**config.mk**
```make
export PLATFORM = sky130hd
export DESIGN_NAME = id_ex_pipeline_register
export DESIGN_NICKNAME = d
export VERILOG_FILES = /design/src/rtl/id_ex_pipeline_register.sv
export SDC_FILE = /design/constraint.sdc
export NUM_CORES = 1
export LEC_CHECK = 0
export CAP_MARGIN = 15
export CORE_AREA = 2 2 155 157
export DETAILED_ROUTE_END_ITERATION = 7
export DIE_AREA = 0 0 157 159
export GPL_ROUTABILITY_DRIVEN = 0
export GPL_TIMING_DRIVEN = 0
export PLACE_DENSITY_LB_ADDON = 0.1
export RECOVER_POWER = 25
export SLEW_MARGIN = 20
export SYNTH_ARGS = -nofsm -noshare
export SYNTH_HDL_FRONTEND = slang
export SYNTH_SLANG_ARGS = --single-unit
```
**constraint.sdc**
```tcl
create_clock -name clk_i -period 1.55 [get_ports clk_i]
set_input_delay 0.465 -clock clk_i [delete_from_list [all_inputs] [get_ports clk_i]]
set_output_delay 0.465 -clock clk_i [all_outputs]
set_load 0.1 [all_outputs]
```
**src/rtl/id_ex_pipeline_register.sv**
```systemverilog
// id_ex_pipeline_register: Decode->Execute stage register with stall hold and bubble insertion.
package id_ex_pkg;
  typedef enum logic [1:0] {WB_NONE, WB_ALU, WB_MEM, WB_PC4} wb_sel_e;
  typedef enum logic [2:0] {
    ALUOP_NONE, ALUOP_ADD, ALUOP_RTYPE, ALUOP_ITYPE_ARITH, ALUOP_BRANCH, ALUOP_LUI, ALUOP_AUIPC
  } alu_op_e;
endpackage

module id_ex_pipeline_register
  import id_ex_pkg::*;
#(
  parameter int DATA_WIDTH     = 32,
  parameter int REG_ADDR_WIDTH = 5
) (
  input  logic                      clk_i,
  input  logic                      rst_i,
  input  logic                      stall_i,
  input  logic                      flush_i,
  input  logic                      valid_i,
  input  logic                      RegWrite_i,
  input  logic                      MemRead_i,
  input  logic                      MemWrite_i,
  input  logic                      Branch_i,
  input  logic                      Jump_i,
  input  logic                      ALUSrc1_i,
  input  logic                      ALUSrc2_i,
  input  wb_sel_e                   WBSel_i,
  input  alu_op_e                   ALUOp_i,
  input  logic [DATA_WIDTH-1:0]     pc_i,
  input  logic [DATA_WIDTH-1:0]     pc_plus4_i,
  input  logic [DATA_WIDTH-1:0]     rs1_data_i,
  input  logic [DATA_WIDTH-1:0]     rs2_data_i,
  input  logic [DATA_WIDTH-1:0]     imm_i,
  input  logic [REG_ADDR_WIDTH-1:0] rs1_addr_i,
  input  logic [REG_ADDR_WIDTH-1:0] rs2_addr_i,
  input  logic [REG_ADDR_WIDTH-1:0] rd_addr_i,
  input  logic [2:0]                funct3_i,
  input  logic [6:0]                funct7_i,
  output logic                      valid_o,
  output logic                      RegWrite_o,
  output logic                      MemRead_o,
  output logic                      MemWrite_o,
  output logic                      Branch_o,
  output logic                      Jump_o,
  output logic                      ALUSrc1_o,
  output logic                      ALUSrc2_o,
  output wb_sel_e                   WBSel_o,
  output alu_op_e                   ALUOp_o,
  output logic [DATA_WIDTH-1:0]     pc_o,
  output logic [DATA_WIDTH-1:0]     pc_plus4_o,
  output logic [DATA_WIDTH-1:0]     rs1_data_o,
  output logic [DATA_WIDTH-1:0]     rs2_data_o,
  output logic [DATA_WIDTH-1:0]     imm_o,
  output logic [REG_ADDR_WIDTH-1:0] rs1_addr_o,
  output logic [REG_ADDR_WIDTH-1:0] rs2_addr_o,
  output logic [REG_ADDR_WIDTH-1:0] rd_addr_o,
  output logic [2:0]                funct3_o,
  output logic [6:0]                funct7_o
);
  typedef struct packed {
    logic                      valid;
    logic                      reg_write;
    logic                      mem_read;
    logic                      mem_write;
    logic                      branch;
    logic                      jump;
    logic                      alu_src1;
    logic                      alu_src2;
    wb_sel_e                   wb_sel;
    alu_op_e                   alu_op;
    logic [DATA_WIDTH-1:0]     pc;
    logic [DATA_WIDTH-1:0]     pc_plus4;
    logic [DATA_WIDTH-1:0]     rs1_data;
    logic [DATA_WIDTH-1:0]     rs2_data;
    logic [DATA_WIDTH-1:0]     imm;
    logic [REG_ADDR_WIDTH-1:0] rs1_addr;
    logic [REG_ADDR_WIDTH-1:0] rs2_addr;
    logic [REG_ADDR_WIDTH-1:0] rd_addr;
    logic [2:0]                funct3;
    logic [6:0]                funct7;
  } id_ex_t;

  id_ex_t in_s, stage_d, stage_q;

  // All-zero is the bubble: NONE encodings are 0, so '0 covers reset and flush alike.
  always_comb begin
    in_s = '{
      valid: 1'b1, reg_write: RegWrite_i, mem_read: MemRead_i, mem_write: MemWrite_i,
      branch: Branch_i, jump: Jump_i, alu_src1: ALUSrc1_i, alu_src2: ALUSrc2_i,
      wb_sel: WBSel_i, alu_op: (ALUOp_i > ALUOP_AUIPC) ? ALUOP_NONE : ALUOp_i,
      pc: pc_i, pc_plus4: pc_plus4_i, rs1_data: rs1_data_i, rs2_data: rs2_data_i, imm: imm_i,
      rs1_addr: rs1_addr_i, rs2_addr: rs2_addr_i, rd_addr: rd_addr_i,
      funct3: funct3_i, funct7: funct7_i
    };
    stage_d = flush_i ? '0 : stall_i ? stage_q : valid_i ? in_s : '0;
  end

  always_ff @(posedge clk_i)
    if (rst_i) stage_q <= '0;
    else stage_q <= stage_d;

  assign valid_o    = stage_q.valid;
  assign RegWrite_o = stage_q.reg_write;
  assign MemRead_o  = stage_q.mem_read;
  assign MemWrite_o = stage_q.mem_write;
  assign Branch_o   = stage_q.branch;
  assign Jump_o     = stage_q.jump;
  assign ALUSrc1_o  = stage_q.alu_src1;
  assign ALUSrc2_o  = stage_q.alu_src2;
  assign WBSel_o    = stage_q.wb_sel;
  assign ALUOp_o    = stage_q.alu_op;
  assign pc_o       = stage_q.pc;
  assign pc_plus4_o = stage_q.pc_plus4;
  assign rs1_data_o = stage_q.rs1_data;
  assign rs2_data_o = stage_q.rs2_data;
  assign imm_o      = stage_q.imm;
  assign rs1_addr_o = stage_q.rs1_addr;
  assign rs2_addr_o = stage_q.rs2_addr;
  assign rd_addr_o  = stage_q.rd_addr;
  assign funct3_o   = stage_q.funct3;
  assign funct7_o   = stage_q.funct7;
endmodule

```
After elaboration in Yosys (flattened, before gate mapping) --
Cells that the tools add are included.
Word-level totals: flip-flop bits (word level) 198, input bits 202, output and inout port bits 198
Cells by class: $lt $le $gt $ge 1, muxes and demuxes 2, reductions and logical operators 1
Operators by type and width (count):
- 198-bit two-way mux | 1
- 3-bit > comparator (second input constant) | 1
- 3-bit two-way mux | 1
- 2-bit OR reduction | 1

Depth between registers and ports, before layout --
depth after elaboration 3, gate-level depth with buffers 5

Worst setup path before layout --
Ideal clock, no wire load.
path type flip-flop to output port, start register stage_q (netlist bit ALUOp_o[0]), end output port ALUOp_o[0], data arrival time 0.925 ns, required time 1.085 ns, setup slack 0.160 ns, stages on the path, launching flop included 1, cells stage by stage dfxtp_1
RTL lines:
- from (decl) | RTL line 83 | id_ex_t in_s, stage_d, stage_q;
- from (signal assigned) | RTL line 100 | else stage_q <= stage_d;
- to (decl) | RTL line 48 | output alu_op_e ALUOp_o,
No word-level cell between the ends.

Final worst setup path --
start register stage_q (netlist bit funct7_o[5]), end output port funct7_o[5]
RTL lines:
- to (decl) | RTL line 58 | output logic [6:0] funct7_o
No word-level cell between the ends.

==> metrics.md <==
| Metric | Value |
|---|---|
| Final cell count without fillers | 1626 |
| Overall power | roughly 12 mW |
| Crit-path max FO | 2 |
| Core footprint | 23200 um2 |
| CP Launch Point | funct7_o[5] |
| Crit share post-route | 0.982 |
| Final Cell Area | about 13000 um2 |
| R2R Path Start | imm_o[0] |
| CTS tree | done |
| Leakage power | 4.73 nW |
| Critical path depth in cells | 1 |
| Reg2Reg Setup Slack | 0.86 ns |
| Syn_nets | 1080 |
| Synth top area share | 0.488 |
| Port Buffers | just under 400 |
| Clock buffer depth | 2 |
| Drt first pass iters | 6 |
| Final setup fails | 0 |
| Die ar. | 25000 um2 |
| CTS Buf Count | 17 |
| Placement-stage cell area | 12500 um2 |
| CP cell instances | buf_8 |
| Capture point of the worst reg-to-reg path | imm_o[0] |
| Final TNS setup | 0 ns |
| Clock sinks | 198 |
| Max_cap viols | 0 |
| Inst Count DP | 1594 |
| Horiz. Die Dim | approximately 160 um |
| Register-to-Register Path Depth | 2 |
| Delay-heaviest family, CP | flip-flops |
| Worst path arrival time | 1.06 ns |
| Maximum vdd drop | 663 uV |
| Slowest cell on crit path | dfxtp_1 |
| Chip height | 159 um |
| CP Class | register to output pin |
| Yosys reg bits | 198 |
| Yosys warnings | 0 |
| Vias | 7686 |
| Largest net degree at the start of global routing | 19 |
| Vias in the first global route | 7759 |
| Root Buffer | clkbuf_16 |
| # IOs | 400 |
| Max H-tree Level | 4 |
| FP Rows | 56 |
| Initial core utilization | 0.350 |
| Rel. slew slack | 0.628 |
| WL/cell | 17.6 um |
| Commonest non-fill, non-tap cell in the layout | clkdlybuf4s50_1 |
| Grt total ovfl | 0 |
| Diode count | 0 |
| Cell Pwr Density | 903 nW/um2 |
| DRT Wirelength | 28.6 mm |
| Synth area leaders | dfxtp_1, nand3b_1, a21oi_2 |
| Register area share after synthesis | 0.488 |
| DRC | 0 |
| Fin nets | 1496 |
| Hold Vio Cnt, Final | 0 |
| DP HPWL | 21.2 mm |
| Max Freq | 657 MHz |
| Type of the worst min-delay path | input port to register |
| Outcome | completed |
| Slew Limit Fails | 0 |
| Antenna viol nets, final | 0 |
| Hold_buf cts | 0 |
| Instance count of the mapped netlist | about 880 |
| GRT Total Usage | 0.221 |
| Crit path buf inv count | 1 |
| Crit start category | register |
| Vias per inst | 4.73 |
| Minimum clock period | about 1.5 ns |
| Initial DRC count | 327 |
| Crit. End Element | output pin |
| P&R area growth vs syn | 64.3% |
| Clock skew | 0 ns |
| Share of layout cells above drive strength 1 | 0.300 |
| Slew at the pin closest to its max-slew limit | 0.550 ns |
| Antenna violations before repair | 1 |
| Netlist cell types | 16 |
| Reg clk slew, reported paths | 0.07 ns |
| Setup crit end | funct7_o[5] |
| Worst skew pair latency | 0.43 ns |
| WP data required | about 1.1 ns |
| First-pass GRT wire length | 43.0 mm |
| Synth area leader | dfxtp_1 |
| Post-synthesis instance area | 8120 um2 |
| Max stage delay on crit path | 0.40 ns |
| Syn avg cell area | 9.25 um2 |
| Most frequent cells in the layout | clkdlybuf4s50_1, nand2_1, nand3b_1, dfxtp_1, buf_6 |
-- registers in the layout (all words and copies together) (netlist names), 2 cells and up --
| register | cells |
|---|---|
| ALUOp_o | 3 |
| rs1_addr_o | 5 |
| rd_addr_o | 5 |
| imm_o | 32 |
| WBSel_o | 2 |
| funct3_o | 3 |
| rs2_data_o | 32 |
| pc_plus4_o | 32 |
| rs1_data_o | 32 |
| pc_o | 32 |
| rs2_addr_o | 5 |
| funct7_o | 7 |
-- kinds of logic after synthesis --
kind of cell | Yosys count | synth area share
AND/OR/NAND/NOR | 395 | 0.274
flip-flops | 198 | 0.488
AO/OA/AOI/OAI | 197 | 0.174
buffers and inverters | 87 | 0.0621
multiplexers | 1 | 0.00123
-- cell type report --
| type | count | area (um2) |
|---|---|---|
| Fill cell | 2138 | 9850 |
| Tap cell | 319 | 399 |
| Multi-Input combinational cell | 593 | 3630 |
| Sequential cell | 198 | 3970 |
| Clock buffer | 19 | 453 |
| Buffer | 87 | 483 |
| Timing Repair Buffer | 397 | 4270 |
| Clock inverter | 13 | 138 |
-- power breakdown --
group,switching (mW),leakage (nW),internal [mW],total (mW)
Clock,2.14,0.290,2.36,4.50
Sequential,0.0742,1.61,5.19,5.26
Combinational,1.37,2.84,0.914,2.28
-- through the flow --
step                hold slack [ns]  worst slack (ns)   util
finish                        0.437            0.0275  0.575
detailed placement            0.447            -0.473  0.539
global route                  0.458          -0.00144  0.575
floorplan                     0.620             0.160      -
global placement              0.441            -0.468  0.539
CTS                           0.427         0.0000538  0.566
-- Yosys cell counts --
cell      number
or2_1          1
a32o_1         3
buf_2         28
nor4b_2        1
nand2_1      197
nand3b_1     194
clkbuf_1      38
buf_6         18
a21oi_2      110
a21oi_1       84
mux2i_1        1
nor2_1         1
dfxtp_1      198
buf_4          2
buf_1          1
nor3b_1        1
-- timing repair --
item	in CTS	in global routing
gates resized for setup	1333	77
buffers inserted	0	0
pin swaps	0	0
setup endpoints to repair	198	102
-- per-layer routing --
layer,part of all wire,track usage,up-vias
li1,-,-,3832
met1,0.40,0.249,3538
met2,0.48,0.377,273
met3,0.088,0.0806,43
met4,0.029,0.0876,0
met5,0,0,-
-- how the worst min path moves through the flow --
stage	from	cells past startpoint	slack, ns	to
floorplan	ALUOp_i[0]	1	0.62	ALUOp_o[0]
global placement	pc_o[19]	2	0.44	pc_o[19]
detailed placement	pc_o[19]	2	0.45	pc_o[19]
CTS	stall_i	3	0.43	rs2_data_o[31]
global route	stall_i	3	0.46	funct7_o[6]
finish	stall_i	3	0.44	pc_o[19]
Power figures use the tool's default switching activity.
